===== src/rtl/cmd_saver_pkg.sv =====
// Shared definitions for the /CMD stream saver: FSM states and stream record constants.
package cmd_pkg;

  typedef enum logic [3:0] {
    IDLE     = 4'd0,
    BLK_TYPE = 4'd1,
    BLK_LEN  = 4'd2,
    BLK_LSB  = 4'd3,
    BLK_MSB  = 4'd4,
    RD_REQ   = 4'd5,
    RD_WAIT  = 4'd6,
    BLK_DATA = 4'd7,
    EX_TYPE  = 4'd8,
    EX_LEN   = 4'd9,
    EX_LSB   = 4'd10,
    EX_MSB   = 4'd11,
    EOF      = 4'd12,
    FIN      = 4'd13
  } cmd_state_t;

  localparam logic [7:0]  CMD_BLK_DATA  = 8'h01;
  localparam logic [7:0]  CMD_BLK_EXEC  = 8'h02;
  localparam logic [7:0]  CMD_EOF       = 8'h00;
  localparam logic [16:0] CMD_MAX_CHUNK = 17'd256;

endpackage


===== src/rtl/cmd_saver_chunk_calc.sv =====
// Picks the next block size from the remaining byte count and derives its length byte.
module cmd_chunk_calc
  import cmd_pkg::*;
(
  input  logic [16:0] remaining,
  output logic [8:0]  chunk,
  output logic [7:0]  len_byte
);

  // A remainder of 255 is split 254 + 1 so that a length byte of 1 never appears.
  always_comb begin
    chunk = 9'd0;
    if (remaining >= CMD_MAX_CHUNK) begin
      chunk = 9'd256;
    end else if (remaining == 17'd255) begin
      chunk = 9'd254;
    end else begin
      chunk = remaining[8:0];
    end
  end

  assign len_byte = chunk[7:0] + 8'd2;

endmodule


===== src/rtl/cmd_saver.sv =====
// Streams a RAM range as /CMD data blocks plus a trailer; define CMD_SAVER_EXEC_EN
// for an exec-address trailer, otherwise a single end-of-file byte is emitted.
module cmd_saver
  import cmd_pkg::*;
#(
  parameter int DATA = 8,
  parameter int ADDR = 16
) (
  input  logic            clock,
  input  logic            reset,
  input  logic            start,
  input  logic [ADDR-1:0] start_addr,
  input  logic [ADDR-1:0] end_addr,
  input  logic [ADDR-1:0] exec_addr,
  output logic            ram_rd,
  output logic [ADDR-1:0] ram_addr,
  input  logic [DATA-1:0] ram_data,
  output logic            out_valid,
  output logic [DATA-1:0] out_data,
  input  logic            out_ready,
  output logic            busy,
  output logic            done,
  output logic            error
);

  localparam logic [ADDR-1:0] ADDR_ONE = ADDR'(1'b1);

  cmd_state_t      state_r;
  logic [ADDR-1:0] cur_addr_r;
  logic [16:0]     rem_r;
  logic [8:0]      n_r;
  logic [8:0]      chunk_s;
  logic [7:0]      len_byte_s;
  logic [15:0]     addr16_s;
  logic [ADDR-1:0] addr_next_s;
  logic            xfer_s;

`ifdef CMD_SAVER_EXEC_EN
  logic [ADDR-1:0] exec_addr_r;
  logic [15:0]     exec16_s;
  assign exec16_s = 16'(exec_addr_r);
`else
  logic            unused_exec_s;
  assign unused_exec_s = ^exec_addr;
`endif

  function automatic logic [DATA-1:0] to_data(input logic [7:0] b);
    return DATA'(b);
  endfunction

  assign xfer_s      = out_valid & out_ready;
  assign addr16_s    = 16'(cur_addr_r);
  assign addr_next_s = cur_addr_r + ADDR_ONE;

  cmd_chunk_calc u_chunk (
    .remaining (rem_r),
    .chunk     (chunk_s),
    .len_byte  (len_byte_s)
  );

  // Stream FSM: every output is registered and loaded on entry to the state that presents it.
  always_ff @(posedge clock or posedge reset) begin
    if (reset) begin
      state_r    <= IDLE;
      cur_addr_r <= '0;
      rem_r      <= 17'd0;
      n_r        <= 9'd0;
      ram_rd     <= 1'b0;
      ram_addr   <= '0;
      out_valid  <= 1'b0;
      out_data   <= '0;
      busy       <= 1'b0;
      done       <= 1'b0;
      error      <= 1'b0;
`ifdef CMD_SAVER_EXEC_EN
      exec_addr_r <= '0;
`endif
    end else begin
      done   <= 1'b0;
      error  <= 1'b0;
      ram_rd <= 1'b0;
      case (state_r)
        IDLE: begin
          if (start) begin
            if (end_addr >= start_addr) begin
              cur_addr_r <= start_addr;
              rem_r      <= 17'(end_addr) - 17'(start_addr) + 17'd1;
`ifdef CMD_SAVER_EXEC_EN
              exec_addr_r <= exec_addr;
`endif
              busy       <= 1'b1;
              out_valid  <= 1'b1;
              out_data   <= to_data(CMD_BLK_DATA);
              state_r    <= BLK_TYPE;
            end else begin
              error <= 1'b1;
            end
          end
        end
        BLK_TYPE: begin
          if (xfer_s) begin
            n_r      <= chunk_s;
            out_data <= to_data(len_byte_s);
            state_r  <= BLK_LEN;
          end
        end
        BLK_LEN: begin
          if (xfer_s) begin
            out_data <= to_data(addr16_s[7:0]);
            state_r  <= BLK_LSB;
          end
        end
        BLK_LSB: begin
          if (xfer_s) begin
            out_data <= to_data(addr16_s[15:8]);
            state_r  <= BLK_MSB;
          end
        end
        BLK_MSB: begin
          if (xfer_s) begin
            out_valid <= 1'b0;
            ram_rd    <= 1'b1;
            ram_addr  <= cur_addr_r;
            state_r   <= RD_REQ;
          end
        end
        RD_REQ: begin
          state_r <= RD_WAIT;
        end
        RD_WAIT: begin
          out_data  <= ram_data;
          out_valid <= 1'b1;
          state_r   <= BLK_DATA;
        end
        BLK_DATA: begin
          if (xfer_s) begin
            cur_addr_r <= addr_next_s;
            n_r        <= n_r - 9'd1;
            rem_r      <= rem_r - 17'd1;
            // Decisions use the pre-decrement values, so "1 left" means "none after this byte".
            if (n_r != 9'd1) begin
              out_valid <= 1'b0;
              ram_rd    <= 1'b1;
              ram_addr  <= addr_next_s;
              state_r   <= RD_REQ;
            end else if (rem_r != 17'd1) begin
              out_data <= to_data(CMD_BLK_DATA);
              state_r  <= BLK_TYPE;
            end else begin
`ifdef CMD_SAVER_EXEC_EN
              out_data <= to_data(CMD_BLK_EXEC);
              state_r  <= EX_TYPE;
`else
              out_data <= to_data(CMD_EOF);
              state_r  <= EOF;
`endif
            end
          end
        end
`ifdef CMD_SAVER_EXEC_EN
        EX_TYPE: begin
          if (xfer_s) begin
            out_data <= to_data(8'h02);
            state_r  <= EX_LEN;
          end
        end
        EX_LEN: begin
          if (xfer_s) begin
            out_data <= to_data(exec16_s[7:0]);
            state_r  <= EX_LSB;
          end
        end
        EX_LSB: begin
          if (xfer_s) begin
            out_data <= to_data(exec16_s[15:8]);
            state_r  <= EX_MSB;
          end
        end
        EX_MSB: begin
          if (xfer_s) begin
            out_valid <= 1'b0;
            busy      <= 1'b0;
            done      <= 1'b1;
            state_r   <= FIN;
          end
        end
`else
        EOF: begin
          if (xfer_s) begin
            out_valid <= 1'b0;
            busy      <= 1'b0;
            done      <= 1'b1;
            state_r   <= FIN;
          end
        end
`endif
        FIN: begin
          state_r <= IDLE;
        end
        default: begin
          state_r <= IDLE;
        end
      endcase
    end
  end

endmodule

===== config.mk =====
export PLATFORM = sky130hd
export DESIGN_NAME = cmd_saver
export DESIGN_NICKNAME = d
export VERILOG_FILES = /design/src/rtl/cmd_saver_pkg.sv /design/src/rtl/cmd_saver_chunk_calc.sv /design/src/rtl/cmd_saver.sv
export SDC_FILE = /design/constraint.sdc
export NUM_CORES = 1
export LEC_CHECK = 0
export ABC_CLOCK_PERIOD_IN_PS = 2600
export BUFFER_PORTS_ARGS = -buffer_cell sky130_fd_sc_hd__buf_4
export CAP_MARGIN = 5
export CORE_MARGIN = 5
export CORE_UTILIZATION = 53
export CTS_CLUSTER_SIZE = 20
export DETAILED_ROUTE_END_ITERATION = 10
export PLACE_DENSITY_LB_ADDON = 0.3
export SLEW_MARGIN = 10
export SYNTH_ARGS = -nofsm -noshare
export SYNTH_HDL_FRONTEND = slang
export SYNTH_SLANG_ARGS = --single-unit

===== constraint.sdc =====
create_clock -name clock -period 2.6 [get_ports clock]
set_input_delay 0.26 -clock clock [delete_from_list [all_inputs] [get_ports clock]]
set_output_delay 0.26 -clock clock [all_outputs]
set_load 0.01 [all_outputs]

==> flow_summary.json <==
{
  "maxCapViolCount": 0,
  "antenna_found_initial": 0,
  "diodes": 0,
  "area_growth_pct": 24.5,
  "dpl_worst_slack_ns": -0.199,
  "critPathArrivalTime_ns": 2.87,
  "pwr-share-comb": 0.201,
  "fp-row-count": 38,
  "yosys_warnings": 0,
  "clk_pin_slew_worst_paths_ns": 0.07,
  "seq_power_share": 0.430,
  "htree_levels": 3,
  "nets": 929,
  "crit_type": "flip-flop to flip-flop",
  "clock-sinks": 75,
  "ir_worst_vdd_mv": 0.228,
  "drc": 0,
  "outcome": "complete, but fails checks",
  "finalCritPeriodShare": 1.01,
  "synth_edf_count": 0,
  "endpoint_kind": "flip-flop",
  "clock_skew_ns": 0.00561,
  "ys_seq_elements": 75,
  "powerDensity_mw_per_mm2": 375,
  "netSwitchingPower_mw": 0.700,
  "async_flop_share": 1.00,
  "dp_hpwl_mm": 12.5,
  "cts_inserted_buffers": 9,
  "swShare": 0.258,
  "syn_area_sq_mm": 0.00580,
  "grt.overflow.total": 0,
  "rr_worst_depth": 9,
  "grt_max_degree": 78,
  "r2r-end": "out_data[2]",
  "r2r_start": "rem_r[11]",
  "synth_area_per_cell_sq_um": 8.20,
  "grt_usage": 0.258,
  "slew_headroom": 0.635,
  "crit_fanout": 2,
  "instances_no_fill": 963,
  "pwr-share-clk": 0.369,
  "synth_top_cell_area_share": 0.324,
  "ios": 89,
  "grt_pass1_wl_mm": 27.1,
  "report.final.slew_viol_count": 0,
  "yosysSeqAreaShare": 0.324,
  "r2r_slack_ns": -0.02,
  "ys_types": 59,
  "max_freq_ghz": 0.381,
  "p_int_mw": 2.01,
  "final_cell_mix": "buf_4, nor2_1, o21ai_0, dfrtp_1, a21oi_1",
  "synthFlopType": "dfrtp_1",
  "vias_per_cell": 6.07,
  "routedWlPerCell_um": 17.2,
  "setup-violations-final": 1,
  "holdWs_ns": 0.262,
  "die_x_um": 115,
  "dr.first_iter.drc_count": 548,
  "p_leak_nw": 3.43,
  "dpl.cell_count": 944,
  "synthTopCellsByArea": "dfrtp_1, ha_1, o21ai_0, a21oi_1, nor2_1",
  "core_area_sq_mm": 0.0108,
  "yosysTopAreaCell": "dfrtp_1",
  "required_ns": 2.85,
  "critPathCapture": "out_data[2]",
  "fin_ws_ns": -0.0222,
  "tightest_slew_ns": 0.544,
  "routabilityCongestion": 0.905,
  "first_global_vias": 5583,
  "min_path_type": "input pin to flip-flop",
  "initial_core_util": 0.537,
  "finalHoldViolCount": 0,
  "ant_nets": 0,
  "io_buffers": 72,
  "vias": 5841,
  "violations": "negative setup slack",
  "routed_wl_mm": 16.6,
  "first_pass_iters": 5,
  "drive_above_1_share": 0.215,
  "rsz0062_at_grt": "true",
  "startpoint_type": "flip-flop",
  "clk_latency_ns": 0.36,
  "die_height_um": 115,
  "root_buffer": "clkbuf_8",
  "fin_crit_ns": 2.62,
  "syn_inst": 707,
  "final_common_cell": "buf_4",
  "die_area_sq_mm": 0.0131,
  "cts_tree": "yes",
  "clockBufferDepth": 2,
  "crit_start": "rem_r[11]",
  "syn_nets": 816
}
## per-stage QoR
stage / setup TNS (ns) / util / cell area (sq um) / power, mW
after CTS: -0.0282 / 0.667 / 7200 / 2.72
final: -0.0222 / 0.669 / 7220 / 2.71
after global routing: -0.0670 / 0.669 / 7220 / 2.82
after floorplan: -0.137 / - / 5800 / 1.51
after detailed placement: -1.91 / 0.641 / 6920 / 1.72
after global placement: -0.967 / 0.641 / 6920 / 1.70
## registers in the layout (all words and copies together), names as in the netlist
| register | count |
|---|---|
| ram_addr | 16 |
| done | 1 |
| state_r | 4 |
| ram_rd | 1 |
| rem_r | 17 |
| addr16_s | 16 |
| busy | 1 |
| error | 1 |
| out_valid | 1 |
| out_data | 8 |
| n_r | 9 |
## synth_stat cells, types with 11 or more instances
master / count
a21oi_1: 62
and3_1: 11
clkbuf_1: 39
dfrtp_1: 75
ha_1: 41
inv_1: 41
nand2_1: 46
nand3_1: 20
nor2_1: 77
nor3_1: 21
o21ai_0: 76
o22a_1: 12
xnor2_1: 15
xor2_1: 16
## cells by family (layout without fill, tap and decap cells)
logic type,after synthesis,in the layout,share of synthesized area
and+or+nand+nor,234,234,0.198
AOI/OAI and AO/OA,225,225,0.241
buffers and inverters,82,198,0.0531
DFF,75,75,0.324
adders and majority gates,49,49,0.116
xor gates and xnor gates,31,31,0.0468
muxes,11,11,0.0212
## critical path, cell delays in order (launching register included)
cell	delay, ns
dfrtp_1	0.38
or4_4	0.54
or4_4	0.45
nor2_4	0.13
ha_4	0.20
mux2_4	0.26
nand2_1	0.06
o21ai_1	0.06
a22o_1	0.18
mux2_2	0.25
## area by class of cell
type | instances | area, sq um
clock buffer | 12 | 155
fill | 891 | 3580
timing repair buffer | 143 | 1130
inverter | 41 | 154
clock inverter | 2 | 60.1
tap | 140 | 175
multi-input combinational | 550 | 3670
sequential | 75 | 1880
## timing repair
action	CTS	global route
setup endpoints to repair	3	2
hold buffers	1	0
setup buffers	3	1
pin swaps	4	3
endpoints found under the hold margin	11	0
gates resized for setup	5	2
## worst min-delay path by stage
| stage | from | end | slack, ns | depth (start not counted) |
|---|---|---|---|---|
| 6_report | ram_data[2] | out_data[2] | 0.26 | 3 |
| 5_1_grt | ram_data[2] | out_data[2] | 0.26 | 3 |
| 4_1_cts | ram_data[2] | out_data[2] | 0.25 | 3 |
| 3_5_place_dp | reset | ram_rd | 0.38 | 3 |
| 3_3_place_gp | reset | ram_rd | 0.38 | 3 |
| 2_1_floorplan | start_addr[9] | addr16_s[9] | 0.45 | 2 |
## routing by layer
metal / track usage / wire length [um]
met5: 0 / 0
met4: 0.113 / 602
met3: 0.0386 / 1290
met2: 0.435 / 7970
met1: 0.328 / 6750
## power by group through the flow
stage | Clock [mW] | Sequential, mW | Combinational, mW
6_report | 0.999 | 1.17 | 0.544
5_1_grt | 1.06 | 1.17 | 0.603
4_1_cts | 1.01 | 1.17 | 0.540
3_5_place_dp | 0 | 1.19 | 0.535
3_3_place_gp | 0 | 1.19 | 0.514
2_1_floorplan | 0 | 1.19 | 0.316
Note: power is estimated with default switching activity, not from simulation.
